==> src/rtl/instr_sequencer_if.sv <==
// Instruction-memory fetch handshake between instr_sequencer (master) and imem (slave).
interface instr_sequencer_if;
  logic        imem_req;
  logic [31:0] imem_addr;
  logic        imem_ack;
  logic [31:0] imem_rdata;

  modport master (output imem_req, imem_addr, input imem_ack, imem_rdata);
  modport slave  (input imem_req, imem_addr, output imem_ack, imem_rdata);
endinterface

==> src/rtl/instr_sequencer.sv <==
// Fetch/commit controller: owns the PC, fetches over req/ack, gates writes with commit.
// Optional retire counter enabled by defining SEQ_RETIRE_CNT_EN.
module instr_sequencer #(
  parameter logic [31:0] RESET_PC = 32'h0000_0000
) (
  input  logic                      clk,
  input  logic                      rst,
  instr_sequencer_if.master         imem,
  output logic [31:0]               instruction,
  output logic                      instr_valid,
  output logic                      commit,
  input  logic                      stall,
  input  logic                      branch_taken,
  input  logic                      branch_reg,
  input  logic [31:0]               branch_target,
  input  logic                      halt,
  output logic                      halted,
  output logic [31:0]               pc,
  output logic [31:0]               retire_count
);

  typedef enum logic [1:0] {
    S_IDLE   = 2'd0,
    S_FETCH  = 2'd1,
    S_EXEC   = 2'd2,
    S_HALTED = 2'd3
  } state_t;

  state_t      state_q, state_d;
  logic [31:0] pc_q, pc_d;
  logic [31:0] instr_q, instr_d;
  logic        valid_q;
  logic        halted_q;

  assign imem.imem_req  = (state_q == S_FETCH);
  assign imem.imem_addr = pc_q;

  always_comb begin
    state_d = state_q;
    pc_d    = pc_q;
    instr_d = instr_q;
    commit  = 1'b0;
    case (state_q)
      S_IDLE:  state_d = S_FETCH;
      S_FETCH: begin
        if (imem.imem_ack) begin
          instr_d = imem.imem_rdata;
          state_d = S_EXEC;
        end
      end
      S_EXEC: begin
        commit = ~stall;
        if (!stall) begin
          if (halt) begin
            state_d = S_HALTED;
          end else begin
            state_d = S_FETCH;
            if (branch_taken)
              pc_d = branch_reg ? {branch_target[31:2], 2'b00} : branch_target;
            else
              pc_d = pc_q + 32'd4;
          end
        end
      end
      S_HALTED: state_d = S_HALTED;
      default:  state_d = S_IDLE;
    endcase
  end

  // Status flags are registered from the next state so they align with state_q.
  always_ff @(posedge clk or posedge rst) begin
    if (rst) begin
      state_q  <= S_IDLE;
      pc_q     <= RESET_PC;
      instr_q  <= '0;
      valid_q  <= 1'b0;
      halted_q <= 1'b0;
    end else begin
      state_q  <= state_d;
      pc_q     <= pc_d;
      instr_q  <= instr_d;
      valid_q  <= (state_d == S_EXEC);
      halted_q <= (state_d == S_HALTED);
    end
  end

`ifdef SEQ_RETIRE_CNT_EN
  logic [31:0] retire_q;

  always_ff @(posedge clk or posedge rst) begin
    if (rst)
      retire_q <= '0;
    else if (commit)
      retire_q <= retire_q + 32'd1;
  end

  assign retire_count = retire_q;
`else
  assign retire_count = '0;
`endif

  assign instruction = instr_q;
  assign instr_valid = valid_q;
  assign halted      = halted_q;
  assign pc          = pc_q;

endmodule

==> src/flat_wrapper.sv <==
// flat-port wrapper written by rule: the top's interface ports become plain ports
module instr_sequencer_flat 
#(
  parameter logic [31:0] RESET_PC = 32'h0000_0000
)
  (clk, rst, instruction, instr_valid, commit, stall, branch_taken, branch_reg, branch_target, halt, halted, pc, retire_count, imem_imem_req, imem_imem_addr, imem_imem_ack, imem_imem_rdata);
  instr_sequencer_if imem_i ();
  input  logic clk;
  input  logic rst;
  output logic [31:0] instruction;
  output logic instr_valid;
  output logic commit;
  input  logic stall;
  input  logic branch_taken;
  input  logic branch_reg;
  input  logic [31:0] branch_target;
  input  logic halt;
  output logic halted;
  output logic [31:0] pc;
  output logic [31:0] retire_count;
  output wire logic [$bits(imem_i.imem_req)-1:0] imem_imem_req;
  output wire logic [$bits(imem_i.imem_addr)-1:0] imem_imem_addr;
  input wire logic [$bits(imem_i.imem_ack)-1:0] imem_imem_ack;
  input wire logic [$bits(imem_i.imem_rdata)-1:0] imem_imem_rdata;
  assign imem_imem_req = imem_i.imem_req;
  assign imem_imem_addr = imem_i.imem_addr;
  assign imem_i.imem_ack = imem_imem_ack;
  assign imem_i.imem_rdata = imem_imem_rdata;
  instr_sequencer #(.RESET_PC(RESET_PC)) u_core (.clk(clk), .rst(rst), .imem(imem_i), .instruction(instruction), .instr_valid(instr_valid), .commit(commit), .stall(stall), .branch_taken(branch_taken), .branch_reg(branch_reg), .branch_target(branch_target), .halt(halt), .halted(halted), .pc(pc), .retire_count(retire_count));
endmodule
==> config.mk <==
export PLATFORM = sky130hd
export DESIGN_NAME = instr_sequencer_flat
export DESIGN_NICKNAME = d
export VERILOG_FILES = /design/src/rtl/instr_sequencer_if.sv /design/src/rtl/instr_sequencer.sv /design/src/flat_wrapper.sv
export SDC_FILE = /design/constraint.sdc
export NUM_CORES = 1
export LEC_CHECK = 0
export BUFFER_PORTS_ARGS = -buffer_cell sky130_fd_sc_hd__buf_2
export CAP_MARGIN = 20
export CORE_MARGIN = 10
export CORE_UTILIZATION = 42
export DETAILED_ROUTE_END_ITERATION = 8
export GPL_TIMING_DRIVEN = 0
export PLACE_DENSITY = 0.75
export SYNTH_ARGS = -nofsm -noshare
export SYNTH_HDL_FRONTEND = slang
export SYNTH_SLANG_ARGS = --single-unit
==> constraint.sdc <==
create_clock -name clk -period 2.2 [get_ports clk]
set_input_delay 0.11 -clock clk [delete_from_list [all_inputs] [get_ports clk]]
set_output_delay 0.11 -clock clk [all_outputs]
set_load 0.05 [all_outputs]
==> impl_results.md, run 1 <==
- Run status: finished with violations
- Violated checks: negative hold slack
- Final wirelength: 13.3 mm
- Maximum vdd drop: 581 uV
- Slowest stage cell on the critical path: or4_4
- Unrepaired setup endpoints after global routing: no
- DRC: 0
- Met2 Usage GRT: 33.7%
- I/O pins: 203
- Netlist Area Pre-Place: 0.00385 mm2
- Synthesized instance count: 385
- Clock-pin slew on the worst setup and hold paths: 0.09 ns
- IO buf count: 170
- Placed Instance Area: 0.00497 mm2
- Pwr dens: 760 mW/mm2
- DR vias: 3818
- Fraction of the mapped netlist area in compound gates: 15.1%
- Vias in the first global route: 4110
- Drt wl/cell: 18.0 um
- DR iter-0 viols: 178
- Skew-Pair Late Insertion Delay: 0.34 ns
- Headroom to the max-slew limit: 43.3%
- Worst path cell trace: ha_4 > and3_1 > nand3_2 > or4_4 > a311o_1
- Fin Hold WS: -0.00473 ns
- Clk_skew: 0.0136 ns
- CTS tree: yes
- Worst EP required: 2.43 ns
- Drt pass-1 iters: 5
- DIE AREA: 0.0134 mm2
- Mux contribution to synthesized area: 10.1%
- Clock H-tree levels: 3
- Global-route wire length before repair: 20.5 mm
- Ranking of synthesized cells by area: dfrtp_1 44%, buf_4 12%, mux2_2 9.4%
- Post-synthesis xor/xnor area fraction: 0%
- Post-Synth Simple-Gate Area: 15.2%
- Core area: 0.00881 mm2
- M1 GR Usage: 20.6%
- Final core utilization: 61.9%
- Initial antenna violation count: 2
- Main combinational cell family by area after synthesis: simple AND/OR/NAND/NOR gates
- Crit-path max FO: 7
- Grt ovf: 0
- Gpl congestion: 0.857
- Syn_area_per_cell: 9.99 um2
- Met3 usage: 8.48%
- GR peak layer: met2
- Most frequent cell after synthesis: dfrtp_1
- Layout Nets: 695
- P&R area growth vs syn: 41.8%
- Count of final hold-check violations: 1
- Post-synth EDFFs: 0
- CP Class: flip-flop to flip-flop
- CTS Sinks: 68
- Commonest cells in the netlist: 68 x dfrtp_1, 64 x buf_4, 32 x mux2_2, 32 x o21ai_0, 25 x nand2_1
- Placed Cells incl. Taps: 694
- Critical path buffers and inverters: 0
- Total Power: 0.00414 W
- Final slew viol count: 0
- Post-DP HPWL: 9.83 mm
- CTS max path bufs: 2
- Largest net degree at the start of global routing: 69
- Hold Path Class: input port to flip-flop
- Lkg Pwr: 2.83 nW
- Non-filler cells in the finished layout: 738
- Critical path endpoint category: flip-flop
- Row count: 34
- Seq/Total Area, Yosys: 44.2%
- Final count of negative-setup-slack endpoints: 0
- Finished Cell Area: 0.00545 mm2
- Share of post-route cells with drive strength above 1: 49.2%
- Final min period: 2.13 ns
- Yosys top cell by area: dfrtp_1
- Syn. warnings: 0
- Max Fclk: 471 MHz
- Worst slew pin tran: 0.850 ns
- CTS Root Buffer Type: clkbuf_8
- Max-cap violations: 0
- CTS buffer count: 9
- Vias per inst: 5.17
- Remaining antenna violation count after routing: 0
- Synth top area share: 44.2%
- Die Wd: 116 um
- Crit-path leading delay family: simple AND/OR/NAND/NOR gates
- Ys async rst share: 100%
- Crit path DAT: 2.36 ns
- Setup slack, reg-to-reg: 0.07 ns
- Adder-Cell Fraction of Synth Area: 0.325%
- Die Y: 116 um
- Synth cell types: 50
- Max incr delay on CP: 0.59 ns
- Initial Utilization: 43.7%
- Startpoint types: flip-flop
- Global Route Usage Sum: 19.3%
- Dominant synthesized flop cell: dfrtp_1
- Final Cycle Share: 96.6%
- FF+latch count, synth: 68
placed cells by master (no fill, tap or decap), drive strengths merged, types with 4 or more instances in the layout:
cell / Yosys / routed
o21ai: 32 / 32
or3: 6 / 6
nand3: 14 / 14
inv: 6 / 6
buf: 71 / 243
and3: 6 / 6
nor2b: 6 / 6
nor3: 5 / 5
dlygate4sd3: 0 / 24
nand2: 25 / 25
nor2: 18 / 18
a21oi: 19 / 19
a311oi: 5 / 5
nor4: 7 / 7
a22oi: 4 / 4
conb: 1 / 32
dfrtp: 68 / 68
a211oi: 7 / 7
clkbuf: 10 / 20
mux2: 32 / 32
o22ai: 6 / 6
routing by layer:
layer,vias to the layer above,share of wire [%]
li1,1777,-
met1,1795,36
met2,217,50
met3,29,12
met4,0,2.3
met5,-,0
path summary, 6_finish.rpt:
| path | from | endpoint | depth (start not counted) |
|---|---|---|---|
| max in group asynchronous | rst | u_core.imem.imem_addr[15]$_DFFE_PP0P_ | 3 |
| setup reg to reg | u_core.imem.imem_addr[2]$_DFFE_PP0P_ | u_core.imem.imem_addr[20]$_DFFE_PP0P_ | 5 |
| min in group asynchronous | rst | u_core.instruction[27]$_DFFE_PP0P_ | 3 |
| hold / removal | imem_imem_rdata[18] | u_core.instruction[18]$_DFFE_PP0P_ | 2 |
| hold reg to reg | u_core.instruction[5]$_DFFE_PP0P_ | u_core.instruction[5]$_DFFE_PP0P_ | 1 |
| setup / recovery | u_core.imem.imem_addr[2]$_DFFE_PP0P_ | u_core.imem.imem_addr[20]$_DFFE_PP0P_ | 5 |
where the power goes:
group | total, W | leakage (nW) | switching [W] | internal, W
sequential | 0.00154 | 0.844 | 0.000136 | 0.00141
clock | 0.00105 | 0.0983 | 0.000497 | 0.000552
combinational | 0.00155 | 1.89 | 0.00112 | 0.000433
area by class of cell:
| cell class | instances | area (um2) |
|---|---|---|
| Clock inverter | 6 | 63.8 |
| Inverter | 6 | 25.0 |
| Multi-Input combinational cell | 261 | 1720 |
| Buffer | 81 | 556 |
| Antenna cell | 2 | 5.00 |
| Clock buffer | 10 | 138 |
| Sequential cell | 68 | 1710 |
| Timing Repair Buffer | 196 | 1110 |
| Tap cell | 108 | 135 |
| Fill cell | 747 | 3350 |
state kept, by name, summed over array words and instances (netlist names):
signal and count:
u_core.instr_valid 1, u_core.state_q 2, u_core.halted 1, u_core.instruction 32, u_core.imem.imem_addr 32
through the flow:
stage	TNS [ns]	hold WS, ns	setup slack (ns)
final	0	-0.00473	0.0749
after global routing	0	0.00425	0.00603
after CTS	0	0.000205	0.0641
after detailed placement	-0.363	0.341	-0.111
after global placement	-32.77	0.341	-0.683
after floorplan	0	0.241	0.00604
cell families (layout without fill, tap and decap cells):
| family | count (synthesis) | count (layout) |
|---|---|---|
| adder cells (fa/ha/maj) | 1 | 1 |
| AND/OR/NAND/NOR | 102 | 102 |
| other | 1 | 34 |
| AO/OA/AOI/OAI | 91 | 91 |
| buffers and inverters | 87 | 299 |
| flip-flops | 68 | 68 |
| multiplexers | 35 | 35 |
timing repair:
item,in CTS,in global routing
hold buffers,24,0
hold endpoints to repair,91,0
endpoints found under the setup margin,4,16
gates resized for setup,1,8
setup buffers,0,2
pin swaps,0,1
Note: power is estimated with default switching activity, not from simulation.
==> run 2: changes to the inputs <==
CORE_ASPECT_RATIO = 0.75   (was not set)
==> impl_results.md, run 2 (synthesis results as in run 1) <==
- Crit path DAT: 2.33 ns
- Final wirelength: 12.6 mm
- Ant diodes: 0
- Headroom to the max-slew limit: 43.4%
- Critical path endpoint category: flip-flop
- Core area: 0.00897 mm2
- Worst slew pin tran: 0.849 ns
- Switching power: 0.00174 W
- Fin Hold WS: 0.0145 ns
- Pwr dens: 856 mW/mm2
- DR vias: 3652
- Share of post-route cells with drive strength above 1: 50.2%
- Met2 Usage GRT: 31.0%
- Drt wl/cell: 17.6 um
- Max-cap violations: 0
- Met3 usage: 4.93%
- Pre-CTS setup slack: -0.125 ns
- CTS max path bufs: 2
- Final Cycle Share: 97.9%
- Largest net degree at the start of global routing: 69
- Layout Nets: 671
- Drt pass-1 iters: 5
- Multi-input logic area: 0.00173 mm2
- Vias per inst: 5.10
- Pint: 0.00283 W
- GR peak layer: met2
- IO buf count: 170
- CP Class: flip-flop to flip-flop
- Grt ovf: 0
- Post-DP HPWL: 9.82 mm
- Max Fclk: 464 MHz
- Die Wd: 131 um
- Startpoint types: flip-flop
- Worst EP required: 2.38 ns
- Count of final hold-check violations: 0
- Crit-path max FO: 7
- CTS tree: yes
- Vias in the first global route: 3782
- CTS buffer count: 9
- Final core utilization: 59.5%
- Clock-pin slew on the worst setup and hold paths: 0.06 ns
- I/O pins: 203
- Maximum vdd drop: 466 uV
- Clk_skew: 0.00548 ns
- DR iter-0 viols: 339
- P&R area growth vs syn: 38.8%
- Remaining antenna violation count after routing: 0
- CTS Sinks: 68
- Final min period: 2.15 ns
- Comb power frac: 32.9%
- Setup ws final: 0.0460 ns
- Global-route wire length before repair: 19.3 mm
- M1 GR Usage: 21.9%
- Register Area: 0.00170 mm2
- Skew-Pair Late Insertion Delay: 0.33 ns
- Final count of negative-setup-slack endpoints: 0
- Die Y: 103 um
- Run status: complete, no violations
- DRC: 0
- Lkg Pwr: 2.79 nW
- Switching Share: 38.1%
- Unrepaired setup endpoints after global routing: yes
- Fill count: 812
- DIE AREA: 0.0134 mm2
- Hold Path Class: input port to flip-flop
- Commonest non-fill, non-tap cell in the layout: buf_2
- Clock H-tree levels: 3
- Initial antenna violation count: 0
- Initial Utilization: 42.9%
- CTS Root Buffer Type: clkbuf_16
- Seq pwr share: 33.7%
- Global Route Usage Sum: 18.1%
- Share of total power in the clock network: 33.4%
- Gpl congestion: 0.932
- TNS Setup: 0 ns
- Row count: 30
- Commonest non-fill, non-tap cells in the layout: 171 x buf_2, 66 x dfrtp_1, 64 x buf_4
- Final slew viol count: 0
[run 2: cell count changes in the layout (fill, tap and decap cells not counted), sizes merged]
cell,change
buf,-2
bufinv,+1
clkbuf,+2
clkinv,-2
clkinvlp,-1
diode,-2
dlygate4sd3,-22
[run 2: what timing repair did]
item | CTS | global route
hold buffers | 2 | 0
gates resized for setup | 1 | 7
endpoints found under the hold margin | 24 | 0
setup endpoints to repair | 4 | 22
buffers inserted | 0 | 0
[run 2: cell type report]
| cell class | instances | share of cell area [%] |
|---|---|---|
| tap | 112 | 2.62 |
| multi-input combinational | 261 | 32.3 |
| timing repair buffer | 172 | 16.3 |
| clock inverter | 4 | 1.36 |
| buffer | 81 | 10.4 |
| clock buffer | 12 | 4.61 |
| inverter | 6 | 0.468 |
| sequential | 68 | 31.9 |
[run 2: worst paths after layout]
check	startpoint	to	slack [ns]	cells past startpoint
max	u_core.imem.imem_addr[2]$_DFFE_PP0P_	u_core.imem.imem_addr[28]$_DFFE_PP0P_	0.05	6
min	imem_imem_rdata[28]	u_core.instruction[28]$_DFFE_PP0P_	0.01	2
max reg2reg	u_core.imem.imem_addr[2]$_DFFE_PP0P_	u_core.imem.imem_addr[28]$_DFFE_PP0P_	0.05	6
min reg2reg	u_core.instruction[27]$_DFFE_PP0P_	u_core.instruction[27]$_DFFE_PP0P_	0.50	1
max in group asynchronous	rst	u_core.imem.imem_addr[3]$_DFFE_PP0P_	1.08	3
min in group asynchronous	rst	u_core.imem.imem_addr[27]$_DFFE_PP0P_	0.53	3
[run 2: worst max-delay path: stages (launching register included)]
cell	delay (ns)
dfrtp_2	0.45
ha_4	0.16
and3_1	0.27
and3_2	0.29
nand2_1	0.20
nor4_4	0.46
a311oi_1	0.16
[run 2: routing by layer]
metal  share of wire, %  routed length (um)
met1                 38                4790
met2                 51                6430
met3                9.4                1190
met4                1.3                 168
met5                  0                   0
[run 2: power by group through the flow]
| stage | Combinational [W] | Clock, W | Sequential [W] |
|---|---|---|---|
| floorplan | 0.000589 | 0 | 0.00211 |
| global placement | 0.00149 | 0 | 0.00155 |
| detailed placement | 0.00151 | 0 | 0.00156 |
| CTS | 0.00151 | 0.00157 | 0.00154 |
| global route | 0.00158 | 0.00162 | 0.00157 |
| finish | 0.00150 | 0.00153 | 0.00154 |
[run 2: through the flow]
| step | instances | cell area (um2) | total power [W] |
|---|---|---|---|
| after CTS | 716 | 5320 | 0.00462 |
| after floorplan | 416 | 3980 | 0.00270 |
| final | 716 | 5340 | 0.00457 |
| after global placement | 698 | 4970 | 0.00304 |
| after detailed placement | 698 | 4970 | 0.00307 |
| after global routing | 716 | 5340 | 0.00477 |
==> run 3: changes to the inputs <==
RECOVER_POWER = 50   (was not set)
==> impl_results.md, run 3 (synthesis results as in run 1) <==
- Pre-CTS setup slack: -0.125 ns
- Non-filler cells in the finished layout: 716
- Setup ws final: 0.0625 ns
- CTS buffer count: 9
- Critical path buffers and inverters: 0
- Share of post-route cells with drive strength above 1: 40.6%
- Placed Cells incl. Taps: 698
- Worst slew pin tran: 1.45 ns
- Ant diodes: 0
- Seq pwr share: 34.1%
- Commonest non-fill, non-tap cells in the layout: 113 x buf_2, 68 x clkbuf_1, 66 x dfrtp_1
- Setup slack, reg-to-reg: 0.06 ns
- WHS Endpoint: u_core.instruction[11]$_DFFE_PP0P_
- Core area: 0.00897 mm2
- Run status: complete, no violations
- Worst EP required: 2.38 ns
- Drt wl/cell: 17.5 um
- IO buf count: 170
- Post-DP HPWL: 9.82 mm
- Vias in the first global route: 3782
- Worst path cell trace: ha_4 > and3_1 > and3_2 > nand2_1 > nor4_4 > a311oi_1
- DR iter-0 viols: 326
- Initial antenna violation count: 0
- DR vias: 3618
- Drt pass-1 iters: 6
- Critical path endpoint category: flip-flop
- Skew-Pair Late Insertion Delay: 0.33 ns
- Crit path DAT: 2.32 ns
- Fin Hold WS: 0.0155 ns
- Max Fclk: 468 MHz
- Hold Path Class: input port to flip-flop
- Clk_skew: 0.00594 ns
- Grt ovf: 0
- Max incr delay on CP: 0.46 ns
- Die Y: 103 um
- Pint: 0.00279 W
- CTS max path bufs: 2
- Final slew viol count: 0
- Worst r2r src: u_core.imem.imem_addr[2]$_DFFE_PP0P_
- CP Class: flip-flop to flip-flop
- Global Route Usage Sum: 18.1%
- Unrepaired setup endpoints after global routing: yes
- DIE AREA: 0.0134 mm2
- Largest net degree at the start of global routing: 69
- CTS Sinks: 68
- Headroom to the max-slew limit: 3.34%
- Worst flop-to-flop path endpoint: u_core.imem.imem_addr[28]$_DFFE_PP0P_
- Maximum vdd drop: 462 uV
- Layout Nets: 671
- Fill count: 839
- Crit-path leading delay family: simple AND/OR/NAND/NOR gates
- Commonest non-fill, non-tap cell in the layout: buf_2
- Global-route wire length before repair: 19.3 mm
- Initial Utilization: 42.9%
- Final Cycle Share: 97.2%
- Hold path start: imem_imem_rdata[11]
- Clock H-tree levels: 3
- Hold Path Stages: 2
- Pwr dens: 862 mW/mm2
- Row count: 30
- Count of final hold-check violations: 0
- P&R area growth vs syn: 36.9%
- Die Wd: 131 um
- Startpoint types: flip-flop
- Crit-path max FO: 7
- Max-cap violations: 0
- Switching Share: 38.5%
- Switching power: 0.00175 W
- Gpl congestion: 0.932
- Final min period: 2.14 ns
- Total Power: 0.00454 W
- Slowest stage cell on the critical path: nor4_4
- Clock-pin slew on the worst setup and hold paths: 0.06 ns
- TNS Setup: 0 ns
- Lkg Pwr: 2.59 nW
- CTS tree: yes
- Final count of negative-setup-slack endpoints: 0
- Vias per inst: 5.05
- DRC: 0
- CTS Root Buffer Type: clkbuf_16
- Final wirelength: 12.5 mm
- Post-CTS Setup Repair Bufs: 0
- Share of total power in the clock network: 33.8%
- Comb power frac: 32.2%
- I/O pins: 203
- R2r worst-path depth: 6
- Remaining antenna violation count after routing: 0
[run 3: changes by cell type in the layout (fill, tap and decap cells not counted)]
| cell | delta |
|---|---|
| inv_4 | -1 |
| buf_2 | -58 |
| clkbuf_1 | +58 |
| inv_2 | +1 |
[run 3: layer usage]
metal,vias up,global-route usage (%),share of wire (%)
met2,149,31.0,51
met1,1722,21.9,39
met4,0,4.77,1.3
met5,-,0,0
li1,1729,-,-
met3,18,4.93,8.6
[run 3: worst reg2reg max path, cell delays in order (launching register included)]
cell and delay (ns):
dfrtp_2 0.45, ha_4 0.16, and3_1 0.27, and3_2 0.29, nand2_1 0.20, nor4_4 0.46
a311oi_1 0.16
[run 3: how the worst max path moves through the flow]
stage | start | to | slack, ns | cells past startpoint
2_1_floorplan | u_core.imem.imem_addr[4]$_DFFE_PP0P_ | u_core.imem.imem_addr[20]$_DFFE_PP0P_ | 0.006 | 4
3_3_place_gp | rst | u_core.imem.imem_addr[2]$_DFFE_PP0P_ | -0.72 | 2
3_5_place_dp | u_core.imem.imem_addr[2]$_DFFE_PP0P_ | u_core.imem.imem_addr[28]$_DFFE_PP0P_ | -0.12 | 6
4_1_cts | u_core.imem.imem_addr[2]$_DFFE_PP0P_ | u_core.imem.imem_addr[28]$_DFFE_PP0P_ | 0.04 | 6
5_1_grt | u_core.imem.imem_addr[14]$_DFFE_PP0P_ | u_core.imem.imem_addr[27]$_DFFE_PP0P_ | -0.03 | 5
6_report | u_core.imem.imem_addr[2]$_DFFE_PP0P_ | u_core.imem.imem_addr[28]$_DFFE_PP0P_ | 0.06 | 6
[run 3: cell type report]
cell class / count / area [um2] / area share (%)
Clock inverter: 4 / 72.6 / 1.38
Inverter: 6 / 22.5 / 0.428
Multi-Input combinational cell: 261 / 1730 / 32.8
Tap cell: 112 / 140 / 2.66
Clock buffer: 12 / 246 / 4.68
Buffer: 81 / 556 / 10.5
Sequential cell: 68 / 1700 / 32.4
Timing Repair Buffer: 172 / 798 / 15.2
[run 3: power groups by stage]
stage	registers, W	clock network, W	logic (W)
after floorplan	0.00211	0	0.000589
after CTS	0.00154	0.00157	0.00151
final	0.00155	0.00153	0.00146
after global placement	0.00155	0	0.00149
after detailed placement	0.00156	0	0.00151
after global routing	0.00157	0.00162	0.00153
[run 3: per-stage QoR]
step | cell area (um2) | util, %
after floorplan | 3980 | -
final | 5270 | 58.7
after detailed placement | 4970 | 55.4
after CTS | 5320 | 59.3
after global placement | 4970 | 55.4
after global routing | 5270 | 58.7
[run 3: repair_timing]
action / 4_1_cts / 5_1_grt
pin swaps: 0 / 0
gates resized for setup: 1 / 7
hold endpoints to repair: 24 / 0
setup endpoints to repair: 4 / 22
hold buffers: 2 / 0
